### config.mk
export PLATFORM = sky130hd
export DESIGN_NAME = word_byte_sequencer
export DESIGN_NICKNAME = d
export VERILOG_FILES = /design/src/rtl/word_byte_sequencer.sv
export SDC_FILE = /design/constraint.sdc
export NUM_CORES = 1
export LEC_CHECK = 0
export BUFFER_PORTS_ARGS = -buffer_cell sky130_fd_sc_hd__clkbuf_2
export CELL_PAD_IN_SITES_DETAIL_PLACEMENT = 1
export CELL_PAD_IN_SITES_GLOBAL_PLACEMENT = 2
export CORE_UTILIZATION = 33
export DETAILED_ROUTE_END_ITERATION = 16
export PLACE_DENSITY = 0.91
export SLEW_MARGIN = 20
export SYNTH_ARGS = -nofsm -noshare
export SYNTH_HDL_FRONTEND = slang
export SYNTH_SLANG_ARGS = --single-unit
### constraint.sdc
create_clock -name clk -period 3 [get_ports clk]
set_input_delay 0.6 -clock clk [delete_from_list [all_inputs] [get_ports clk]]
set_output_delay 0.6 -clock clk [all_outputs]
set_load 0.02 [all_outputs]
### src/rtl/word_byte_sequencer.sv
// Splits one accepted word into bytes, issued one beat per cycle over a valid/ready
// handshake in MSB-first or LSB-first order, with flush and a completed-word counter.
module word_byte_sequencer #(
    parameter int unsigned BYTE_W = 8,
    parameter int unsigned NBYTES = 4,
    parameter int unsigned CNT_W  = 16,
    localparam int unsigned WORD_W = BYTE_W * NBYTES,
    localparam int unsigned IDX_W  = (NBYTES > 1) ? $clog2(NBYTES) : 1
) (
    input  logic              clk,
    input  logic              reset,
    input  logic              in_valid,
    output logic              in_ready,
    input  logic [WORD_W-1:0] in_word,
    input  logic              in_lsb1st,
    input  logic              flush,
    output logic              out_valid,
    input  logic              out_ready,
    output logic [BYTE_W-1:0] out_byte,
    output logic [IDX_W-1:0]  out_idx,
    output logic              out_last,
    output logic              busy,
    output logic [CNT_W-1:0]  word_cnt
);

    typedef enum logic [0:0] {StIdle, StSend} state_e;

    state_e              state_q, state_d;
    logic [WORD_W-1:0]   word_q, word_d;
    logic                lsb1st_q, lsb1st_d;
    logic [BYTE_W-1:0]   byte_q, byte_d;
    logic [IDX_W-1:0]    idx_q, idx_d;
    logic                last_q, last_d;
    logic [CNT_W-1:0]    cnt_q, cnt_d;
    logic                xfer, last_xfer, accept;

    function automatic logic [BYTE_W-1:0] pick_byte(input logic [WORD_W-1:0] word,
                                                    input logic              lsb1st,
                                                    input logic [IDX_W-1:0]  k);
        logic [IDX_W-1:0] sel;
        sel = lsb1st ? k : IDX_W'(NBYTES - 1) - k;
        return word[sel*BYTE_W +: BYTE_W];
    endfunction

    always_ff @(posedge clk) begin
        if (reset) begin
            state_q <= StIdle;
        end else begin
            state_q <= state_d;
        end
    end

    always_comb begin
        state_d = state_q;
        if (flush) begin
            state_d = StIdle;
        end else if (accept) begin
            state_d = StSend;
        end else if (last_xfer) begin
            state_d = StIdle;
        end
    end

    always_comb begin
        out_valid = (state_q == StSend);
        busy      = (state_q == StSend);
        xfer      = out_valid & out_ready;
        last_xfer = xfer & last_q;
        in_ready  = !reset && !flush && ((state_q == StIdle) || last_xfer);
        accept    = in_valid & in_ready;
    end

    // Beat datapath: the registered byte/index/last always describe the beat on the bus.
    always_comb begin
        word_d   = word_q;
        lsb1st_d = lsb1st_q;
        byte_d   = byte_q;
        idx_d    = idx_q;
        last_d   = last_q;
        cnt_d    = cnt_q;
        if (flush) begin
            byte_d = '0;
            idx_d  = '0;
            last_d = 1'b0;
        end else begin
            if (last_xfer) begin
                cnt_d = cnt_q + 1'b1;
            end
            if (accept) begin
                word_d   = in_word;
                lsb1st_d = in_lsb1st;
                idx_d    = '0;
                byte_d   = pick_byte(in_word, in_lsb1st, '0);
                last_d   = (NBYTES == 1);
            end else if (last_xfer) begin
                byte_d = '0;
                idx_d  = '0;
                last_d = 1'b0;
            end else if (xfer) begin
                idx_d  = idx_q + 1'b1;
                byte_d = pick_byte(word_q, lsb1st_q, idx_d);
                last_d = (idx_d == IDX_W'(NBYTES - 1));
            end
        end
    end

    always_ff @(posedge clk) begin
        if (reset) begin
            word_q   <= '0;
            lsb1st_q <= 1'b0;
            byte_q   <= '0;
            idx_q    <= '0;
            last_q   <= 1'b0;
            cnt_q    <= '0;
        end else begin
            word_q   <= word_d;
            lsb1st_q <= lsb1st_d;
            byte_q   <= byte_d;
            idx_q    <= idx_d;
            last_q   <= last_d;
            cnt_q    <= cnt_d;
        end
    end

    assign out_byte = byte_q;
    assign out_idx  = idx_q;
    assign out_last = last_q;
    assign word_cnt = cnt_q;

endmodule

Yosys cells after proc, flatten, opt, wreduce, memory -nomap -nowiden
Index checks and enable logic that the tools add are counted.
- bits in registers: 61
- bits of input ports: 38
- output and inout port bits: 30
- $add $sub $neg: 3
- eq/ne operators: 1
- shifts and indexed selects: 2
- muxes and demuxes: 7
- bitwise operators: 5
- reductions and logical operators: 11
- operators with widths (cell ; count):
    variable part select 32 x 6 -> 8 bit ; 2
    2-to-1 mux 8 bit ; 3
    adder 16 x 1 -> 16 bit (second input constant) ; 1
    2-to-1 mux 2 bit ; 2
    AND reduction 2 bit ; 2
    OR reduction 4 bit ; 1
    bitwise AND 1 bit ; 3
    nonzero test 3 bit ; 1
    adder 2 x 1 -> 2 bit (second input constant) ; 1
    equality test 2 bit (second input constant) ; 1
    logical AND 1 bit ; 2
    zero test 1 bit ; 2
    2-to-1 mux 1 bit ; 2
    inverter 1 bit ; 2
    nonzero test 2 bit ; 1
    OR reduction 2 bit ; 1
    subtractor 2 bit (first input constant) ; 1
    logical OR 1 bit ; 1

Longest topological paths before layout
Gate-level depths: netlist (run 1).
- word-level depth: 7
- depth in mapped cells: 8

Least setup slack after synthesis (run 1)
OpenSTA, ideal clock, no wires.
- path kind: in2out
- from: input port reset
- to: output port in_ready
- arrival: 1.514 ns
- data required time: 2.400 ns
- setup slack: 0.886 ns
- cell stages on the path: 4
- buffers on the path: 2
- cells stage by stage: clkbuf_1 or2_2 clkbuf_1 nor2_1
- longest elaborated chain between the ends: 3
- ends and longest elaborated chain (element ; line ; RTL):
    from (decl) ; 11 ; input logic reset,
    zero test 1 bit ; 69 ; in_ready = !reset && !flush && ((state_q == StIdle) || last_xfer);
    logical AND 1 bit (2 in series) ; 69 ;
    to (decl) ; 13 ; output logic in_ready,
Every way passes these cells.

Worst setup path in the final report (run 1)
Ends and elaborated chain as after synthesis.

==> key figures, run 1 <==
Outcome
  – Status: completed

Setup path
  – WS Path Type: in -> out
  – Critical Path RT: 2400 ps
  – Critical path fanouts, max: 19
  – Crit end category: output pin
  – Crit path buffers/inverters: 2
  – CP max stage delay: 490 ps
  – CP top delay family: simple AND/OR/NAND/NOR gates
  – Critical path arrival: 1680 ps
  – CP Cell Sequence: clkbuf_2 -> or2_2 -> nor2_1 -> clkbuf_2
  – Startpoint types: input pin
  – CP max-delay cell: or2_2
  – Most frequent CP cell: clkbuf_2

Logic synthesis
  – Adder-Cell Fraction of Synth Area: 0.009208
  – Main synth FF type: dfxtp_1
  – Post-synth top cells: nand2_1, dfxtp_1, a21oi_1
  – Mean Syn Cell Area: 8.414 um^2
  – Top cells by area, synth: dfxtp_1, nand2_1, a21oi_1, mux4_2, mux2i_1
  – Mux contribution to synthesized area: 0.09576
  – Post-Synth Simple-Gate Area: 0.2224
  – #FFs+latches synth: 61
  – Compound-gate portion of the synthesized area: 0.1289
  – Post-synth EDFFs: 0
  – Most common cell in the netlist: nand2_1
  – Post-Syn Instances: 323
  – Share of flip-flops with an asynchronous set or reset: 0
  – Ys Warns: 0
  – Synth area leader: dfxtp_1
  – Seq/Total Area, Yosys: 0.4494
  – Post-Synth XOR/XNOR Area: 0.04144
  – Post-synth top area share: 0.4494
  – Syn_nets: 363
  – Largest family of logic cells by synthesized area: simple AND/OR/NAND/NOR gates
  – Netlist Area Pre-Place: 2718 um^2
  – Post-synthesis cell type count: 35

Clock tree
  – H-tree depth: 3
  – Post-CTS setup buffers: 0
  – Worst skew pair latency: 360 ps
  – Total clock sinks: 61
  – Post_cts resized: 0
  – Hold_buf cts: 0
  – CTS max path bufs: 2
  – Clock root cell: clkbuf_8
  – CTS tree: done
  – Reg clk slew, reported paths: 80 ps
  – TritonCTS buffer count: 9

Final layout
  – Multi-input gate area: 1353 um^2
  – Register area: 1221 um^2
  – Share of cells above drive strength 1: 0.2642
  – # fillers: 1001
  – Fin nets: 421
  – Area Overhead vs Synth: 21.46%
  – Diode count: 0

Run
  – MaxCap Viol Count: 0

Global routing
  – Tot GR Track Use: 0.1831
  – First-pass GRT wire length: 12120 um
  – Initial antenna violation count: 0
  – Largest net degree at the start of global routing: 43
  – Gr ovfl total: 0
  – Vias in the first global route: 2404

Placed design
  – PortBufs: 67
  – Gpl congestion: 0.7375
  – DP Worst Slack: 555.7 ps
  – HPWL Detailed: 5148 um

Floorplan
  – Die area: 8602 um^2
  – Num rows: 32
  – Die X: 92.75 um
  – IO Pins: 68
  – Initial Utilization: 0.3463
  – Die height: 92.75 um
  – CORE AREA: 7848 um^2

Detailed routing
  – Final ANT Viol Nets: 0
  – Routed vias/inst: 5.084
  – Vias: 2481
  – Final WL: 7382 um
  – DR WL/cell: 15.13 um
  – DRC viols: 0
  – Detailed Route Iter0 Violations: 95
  – Pre-antenna DRT Iters: 4

Timing
  – Max Fclk: 438.0 MHz
  – Setup Viol. Count Final: 0
  – Final hold vios: 0
  – Clk_skew: 20.47 ps
  – Fin crit period: 2283 ps
  – Unrepaired setup endpoints after global routing: false
  – Final worst setup slack: 716.9 ps
  – Tcrit/Tclk final: 0.7610
  – Max Slew Vio Count: 0
  – Setup total negative slack: 0 ps
  – Slew HR: 0.4813
  – Worst Hold Margin: 458.9 ps
  – Actual slew at the worst max-slew pin: 777.3 ps

Power
  – Overall Power: 0.001655 W
  – VDD IR max: 0.1918 mV
  – Leakage Power: 1.250 nW
  – PwrDens: 501.3 nW/um^2

Worst hold path
  – HP Class: reg -> reg
flip-flops by register name (all words and copies together), names as in the netlist:
register	cells
word_cnt	16
out_byte	8
lsb1st_q	1
busy	1
out_idx	2
word_q	32
out_last	1
final timing paths:
kind | depth (start not counted) | from | slack, ps | to
worst min-delay path | 2 | word_q[25] | 460 | word_q[25]
worst min register to register | 2 | word_q[25] | 460 | word_q[25]
worst max-delay path | 4 | reset | 720 | in_ready
worst max register to register | 4 | out_idx[0] | 1020 | out_byte[6]
worst min-delay path: cells and delay by family, from the launching register on:
| family | cells | cell delay, ps |
|---|---|---|
| flip-flops | 1 | 310 |
| AO/OA/AOI/OAI | 1 | 50 |
| AND/OR/NAND/NOR | 1 | 50 |
cell families (layout without fill, tap and decap cells):
kind of cell	Yosys count	count (layout)
muxes	16	16
and+or+nand+nor	132	132
adders and majority gates	2	2
AOI/OAI and AO/OA	64	64
xor gates and xnor gates	12	12
DFF	61	61
buffers and inverters	36	99
cell usage in the layout (no fill, tap or decap):
master | Yosys | layout
nand2_1 | 74 | 74
clkbuf_2 | 0 | 67
dfxtp_1 | 61 | 61
a21oi_1 | 42 | 42
nor2_1 | 16 | 16
nor3_1 | 13 | 13
inv_1 | 11 | 11
clkbuf_8 | 0 | 10
mux4_2 | 8 | 8
mux2i_1 | 8 | 8
a31oi_1 | 8 | 8
o22ai_1 | 8 | 8
xnor2_1 | 7 | 7
nand3_1 | 5 | 5
buf_4 | 1 | 5
or3_1 | 4 | 4
xor2_1 | 4 | 4
clkinvlp_4 | 0 | 4
o31ai_1 | 3 | 3
or4_1 | 3 | 3
nand4_1 | 3 | 3
nor4_1 | 3 | 3
or2_2 | 2 | 2
or2_1 | 2 | 2
o21ai_0 | 2 | 2
ha_1 | 2 | 2
a21boi_0 | 1 | 1
nand4_2 | 1 | 1
and4b_1 | 1 | 1
nand4b_2 | 1 | 1
or3b_1 | 1 | 1
nor2_2 | 1 | 1
xor2_2 | 1 | 1
nand2b_1 | 1 | 1
nor3b_1 | 1 | 1
clkinv_4 | 0 | 1
inv_6 | 0 | 1
through the flow:
stage / util / std cells / cell area (um^2)
finish: 0.4206 / 488 / 3301
global route: 0.4206 / 488 / 3301
CTS: 0.4206 / 488 / 3301
detailed placement: 0.3970 / 472 / 3115
global placement: 0.3970 / 472 / 3115
floorplan: - / 323 / 2718
power by group:
part | internal, W | switching, W
clock | 0.000326 | 0.000363
combinational | 0.0000535 | 0.0000768
sequential | 0.000826 | 0.0000103
total | 0.00120 | 0.000450
layout make-up:
| class | instances | share of cell area |
|---|---|---|
| clock buffer | 10 | 0.04170 |
| clock inverter | 6 | 0.01440 |
| inverter | 11 | 0.01251 |
| multi-input combinational | 226 | 0.4098 |
| sequential | 61 | 0.3700 |
| tap | 102 | 0.03867 |
| timing repair buffer | 72 | 0.1130 |
layer usage:
| metal | GRT usage | wire length (um) | vias to the layer above |
|---|---|---|---|
| met5 | 0 | 0 | - |
| met4 | 0.07308 | 116 | 0 |
| met3 | 0.04926 | 331 | 11 |
| met2 | 0.2753 | 3254 | 53 |
| li1 | - | - | 1229 |
| met1 | 0.2485 | 3680 | 1188 |
Note: power is estimated with default switching activity, not from simulation.
==> inputs of run 2 (changes only) <==
--- a/config.mk
+++ b/config.mk
@@ -8,9 +8,9 @@
 export BUFFER_PORTS_ARGS = -buffer_cell sky130_fd_sc_hd__clkbuf_2
 export CELL_PAD_IN_SITES_DETAIL_PLACEMENT = 1
 export CELL_PAD_IN_SITES_GLOBAL_PLACEMENT = 2
-export CORE_UTILIZATION = 33
+export CORE_UTILIZATION = 30
 export DETAILED_ROUTE_END_ITERATION = 16
-export PLACE_DENSITY = 0.91
+export PLACE_DENSITY = 0.85
 export SLEW_MARGIN = 20
 export SYNTH_ARGS = -nofsm -noshare
 export SYNTH_HDL_FRONTEND = slang
==> constraint.sdc (replaced) <==
create_clock -name clk -period 2.15 [get_ports clk]
set_input_delay 0.43 -clock clk [delete_from_list [all_inputs] [get_ports clk]]
set_output_delay 0.43 -clock clk [all_outputs]
set_load 0.02 [all_outputs]
==> key figures, run 2 (synthesis results as in run 1) <==
Outcome
  – Status: completed

Power
  – Leakage Power: 1.318 nW (+5.5%)
  – VDD IR max: 0.3246 mV (+69%)
  – Clk pwr share: 0.461 (+0.045)
  – Internal power: 0.001949 W (+62%)
  – Sw Ratio: 0.2245 (-0.04738)
  – PwrDens: 737.0 nW/um^2 (+47%)
  – NetSw: 0.0005642 W (+25%)
  – Comb power frac: 0.075 (-0.004)
  – Register share of total power: 0.464 (-0.041)
  – Overall Power: 0.002513 W (+52%)

Clock tree
  – Worst skew pair latency: 340 ps (-20 ps)
  – Reg clk slew, reported paths: 70 ps (about the same)
  – CTS tree: done
  – CTS max path bufs: 2 (unchanged)
  – Post_cts resized: 0 (unchanged)
  – Post-CTS setup buffers: 0 (unchanged)
  – TritonCTS buffer count: 9 (unchanged)
  – H-tree depth: 3 (unchanged)
  – Clock root cell: clkbuf_8
  – Hold_buf cts: 0 (unchanged)
  – Total clock sinks: 61 (unchanged)

Setup path
  – Critical Path RT: 1720 ps (-680 ps)
  – Critical path fanouts, max: 12 (-7)
  – WS Path Type: reg -> out
  – Startpoint types: register
  – Worst Setup SP: out_last
  – R2R Path Start: word_cnt[5]
  – Crit end category: output pin
  – Critical path arrival: 1470 ps (-210 ps)

Detailed routing
  – Final WL: 7840 um (+6.2%)
  – Pre-antenna DRT Iters: 4 (unchanged)
  – Vias: 2500 (+0.77%)
  – Detailed Route Iter0 Violations: 82 (-14%)
  – DR WL/cell: 15.62 um (+3.2%)
  – DRC viols: 0 (unchanged)
  – Routed vias/inst: 4.980 (-2.0%)
  – Final ANT Viol Nets: 0 (unchanged)

Global routing
  – Tot GR Track Use: 0.1756 (-0.007480)
  – Initial antenna violation count: 0 (unchanged)
  – First-pass GRT wire length: 13230 um (+9.2%)
  – Vias in the first global route: 2552 (+6.2%)
  – Gr ovfl total: 0 (unchanged)
  – Gr busiest metal: met2
  – GR Layer Usage met3: 0.02950 (-0.01976)
  – Largest net degree at the start of global routing: 50 (+16%)
  – Routing usage on met1: 0.2404 (-0.008072)
  – Met2 Use GR: 0.2774 (+0.002048)

Floorplan
  – IO Pins: 68 (unchanged)
  – Die X: 97.18 um (+4.8%)
  – Die area: 9443 um^2 (+9.8%)
  – Num rows: 34 (+6.3%)
  – Die height: 97.18 um (+4.8%)
  – CORE AREA: 8763 um^2 (+12%)
  – Initial Utilization: 0.3101 (-0.03619)

Final layout
  – Max reg flops: 32 (unchanged)
  – Top reg by flops: word_q
  – Share of cells above drive strength 1: 0.2741 (+0.009863)
  – Most frequent cells in the layout: nand2_1, clkbuf_2, dfxtp_1
  – Commonest non-fill, non-tap cell in the layout: nand2_1
  – Area Overhead vs Synth: 25.46%
  – Diode count: 0 (unchanged)
  – Fin nets: 429 (+1.9%)
  – Design area: 3410 um^2 (+3.3%)
  – Core Util, Final: 0.3891 (-0.03154)
  – # fillers: 1065 (+6.4%)

Timing
  – Fin crit period: 1903 ps
  – Slew HR: 0.6424 (+0.1611)
  – Actual slew at the worst max-slew pin: 536.4 ps (-241.0 ps)
  – Final hold vios: 0 (unchanged)
  – Unrepaired setup endpoints after global routing: false
  – Worst Hold Margin: 311.7 ps (-147.2 ps)
  – Max Fclk: 525.5 MHz
  – Setup Viol. Count Final: 0 (unchanged)
  – Tcrit/Tclk final: 0.8851
  – Max Slew Vio Count: 0 (unchanged)
  – Setup total negative slack: 0 ps (unchanged)
  – Clk_skew: 9.174 ps (-11.30 ps)

Placed design
  – PortBufs: 67 (unchanged)
  – HPWL Detailed: 5437 um (+5.6%)
  – Gpl congestion: 0.7046 (-4.5%)
  – Placed Area: 3183 um^2 (+2.2%)

Run
  – MaxCap Viol Count: 0 (unchanged)

Worst hold path
  – Hold Path Origin: in_word[17]
  – HP Class: in -> reg
-- run 2: power by group through the flow --
| stage | logic, W | clock network (W) | registers, W |
|---|---|---|---|
| global placement | 0.000186 | 0 | 0.00119 |
| finish | 0.000188 | 0.00116 | 0.00117 |
| detailed placement | 0.000190 | 0 | 0.00119 |
| floorplan | 0.000108 | 0 | 0.00119 |
| global route | 0.000209 | 0.00124 | 0.00117 |
| CTS | 0.000192 | 0.00119 | 0.00117 |
-- run 2: path summary, 6_finish.rpt --
path / endpoint / slack, ps / cells past startpoint
max: in_ready / 250 / 4
min: word_q[17] / 310 / 3
max reg2reg: word_cnt[13] / 270 / 4
min reg2reg: word_q[28] / 450 / 2
-- run 2: metal layers --
metal | up-vias | share of wire
met5 | - | 0
met4 | 0 | 0.013
met3 | 9 | 0.030
met2 | 56 | 0.47
met1 | 1199 | 0.49
li1 | 1236 | -
-- run 2: area by class of cell --
| type | count | area [um^2] | area share |
|---|---|---|---|
| Timing Repair Buffer | 80 | 432.9 | 0.1270 |
| Sequential cell | 61 | 1221 | 0.3582 |
| Tap cell | 108 | 135.1 | 0.03963 |
| Multi-Input combinational cell | 226 | 1353 | 0.3967 |
| Inverter | 11 | 41.29 | 0.01211 |
| Clock inverter | 3 | 67.56 | 0.01982 |
| Clock buffer | 13 | 158.9 | 0.04661 |
-- run 2: critical path: stages (launching register included) --
cell and delay, ps:
dfxtp_1 510, a21boi_0 140, buf_4 220, nor2_1 100, clkbuf_2 170
-- run 2: through the flow --
step | std cells | setup WS [ps]
floorplan | 323 | 172.6
global placement | 486 | 266.3
detailed placement | 486 | 215.8
CTS | 502 | 223.4
global route | 502 | 96.98
finish | 502 | 247.1
==> inputs of run 3 (changes only) <==
--- a/config.mk
+++ b/config.mk
@@ -10,7 +10,7 @@
 export CELL_PAD_IN_SITES_GLOBAL_PLACEMENT = 2
 export CORE_UTILIZATION = 30
 export DETAILED_ROUTE_END_ITERATION = 16
-export PLACE_DENSITY = 0.85
+export PLACE_DENSITY_LB_ADDON = 0.1
 export SLEW_MARGIN = 20
 export SYNTH_ARGS = -nofsm -noshare
 export SYNTH_HDL_FRONTEND = slang
==> key figures, run 3 (synthesis results as in run 1) <==
Clock tree
  – Worst skew pair latency: 330 ps (about the same)
  – H-tree depth: 3 (unchanged)
  – CTS tree: done
  – TritonCTS buffer count: 9 (unchanged)
  – Post-CTS setup buffers: 0 (unchanged)
  – CTS max path bufs: 2 (unchanged)
  – Post_cts resized: 0 (unchanged)
  – Hold_buf cts: 0 (unchanged)
  – Reg clk slew, reported paths: 80 ps (about the same)
  – Total clock sinks: 61 (unchanged)
  – Clock root cell: clkbuf_8

Power
  – PwrDens: 736.5 nW/um^2 (about the same)
  – Register share of total power: 0.466 (+0.002)
  – Clk pwr share: 0.459 (-0.002)
  – Internal power: 0.001913 W (-1.8%)
  – VDD IR max: 0.3058 mV (-5.8%)
  – Overall Power: 0.002504 W (-0.36%)
  – Sw Ratio: 0.2360 (+0.01150)
  – NetSw: 0.0005910 W (+4.7%)
  – Leakage Power: 1.315 nW (-0.23%)
  – Comb power frac: 0.075 (about the same)

Detailed routing
  – Detailed Route Iter0 Violations: 91 (+11%)
  – Pre-antenna DRT Iters: 4 (unchanged)
  – Final WL: 7801 um (-0.50%)
  – Routed vias/inst: 4.990 (+0.20%)
  – Final ANT Viol Nets: 0 (unchanged)
  – DR WL/cell: 15.57 um (-0.30%)
  – Vias: 2500 (unchanged)
  – DRC viols: 0 (unchanged)

Worst hold path
  – Hold Path Origin: in_word[22]
  – HP Class: in -> reg

Final layout
  – Core Util, Final: 0.3879 (-0.001142)
  – Area Overhead vs Synth: 25.09%
  – Top reg by flops: word_q
  – Diode count: 0 (unchanged)
  – Commonest non-fill, non-tap cell in the layout: nand2_1
  – Fin nets: 428 (-0.23%)
  – Share of cells above drive strength 1: 0.2774 (+0.003242)
  – Final std cells w/o fill: 501 (-0.20%)
  – Most frequent cells in the layout: nand2_1, clkbuf_2, dfxtp_1
  – Max reg flops: 32 (unchanged)
  – # fillers: 1079 (+1.3%)

Global routing
  – Tot GR Track Use: 0.1779 (+0.002225)
  – Vias in the first global route: 2526 (-1.0%)
  – Initial antenna violation count: 0 (unchanged)
  – First-pass GRT wire length: 13170 um (-0.42%)
  – Gr ovfl total: 0 (unchanged)
  – Largest net degree at the start of global routing: 50 (unchanged)

Timing
  – Setup total negative slack: 0 ps (unchanged)
  – Tcrit/Tclk final: 0.8899 (+0.004866)
  – Actual slew at the worst max-slew pin: 531.0 ps (-5.353 ps)
  – Max Slew Vio Count: 0 (unchanged)
  – Clk_skew: 10.83 ps (+1.659 ps)
  – Final hold vios: 0 (unchanged)
  – Slew HR: 0.6460 (+0.003569)
  – Max Fclk: 522.6 MHz (-0.55%)
  – Fin crit period: 1913 ps (+10.46 ps)
  – Setup Viol. Count Final: 0 (unchanged)
  – Unrepaired setup endpoints after global routing: false
  – Worst Hold Margin: 308.3 ps (-3.392 ps)

Setup path
  – WS Path Type: reg -> reg
  – Critical path arrival: 2170 ps (+700 ps)
  – Crit end category: register
  – Flop2flop setup slack: 240 ps (-30 ps)
  – Critical path fanouts, max: 8 (-4)
  – Worst Setup SP: word_cnt[4]
  – Startpoint types: register
  – R2R Path Start: word_cnt[4]
  – Critical Path RT: 2410 ps (+690 ps)

Floorplan
  – Die X: 97.18 um (unchanged)
  – Num rows: 34 (unchanged)
  – Die height: 97.18 um (unchanged)
  – CORE AREA: 8763 um^2 (unchanged)
  – Initial Utilization: 0.3101 (unchanged)
  – Die area: 9443 um^2 (unchanged)
  – IO Pins: 68 (unchanged)

Placed design
  – PortBufs: 67 (unchanged)
  – Placed Cells: 485 (-0.21%)
  – HPWL Detailed: 5500 um (+1.2%)
  – Gpl congestion: 0.7245 (+2.8%)

Run
  – MaxCap Viol Count: 0 (unchanged)

Outcome
  – Status: completed
[run 3: final timing paths]
path | endpoint | cells past startpoint
setup reg to reg | word_cnt[14] | 4
hold reg to reg | word_q[24] | 2
setup / recovery | word_cnt[14] | 4
hold / removal | word_q[22] | 3
[run 3: power by group through the flow]
stage	Combinational, W	Sequential [W]	Clock (W)
2_1_floorplan	0.000108	0.00119	0
3_3_place_gp	0.000190	0.00119	0
3_5_place_dp	0.000192	0.00119	0
4_1_cts	0.000193	0.00117	0.00118
5_1_grt	0.000213	0.00117	0.00124
6_report	0.000188	0.00117	0.00115
[run 3: area by class of cell]
type                            count  area, um^2  area share
Multi-Input combinational cell    226        1353      0.3979
Sequential cell                    61        1221      0.3592
Timing Repair Buffer               79       425.4      0.1251
Clock buffer                       10       137.6     0.04049
Tap cell                          108       135.1     0.03975
Clock inverter                      6       86.33     0.02540
Inverter                           11       41.29     0.01215
[run 3: worst max-delay path, stage by stage, from the launching register on]
cell and delay (ps):
dfxtp_1 440, nand4_2 210, or3_1 500, or4_1 510, a21oi_1 170
[run 3: per-stage QoR]
step	setup slack [ps]	instance area, um^2
detailed placement	265.5	3176
floorplan	172.6	2718
global route	104.8	3400
finish	236.6	3400
global placement	284.4	3176
CTS	232.8	3400
[run 3: per-layer routing]
metal  up-vias  routed length, um  track usage
met4         0                 75      0.06200
met1      1194               4217       0.2613
li1       1244                  -            -
met5         -                  0            0
met2        55               3213       0.2573
met3         7                295      0.03525
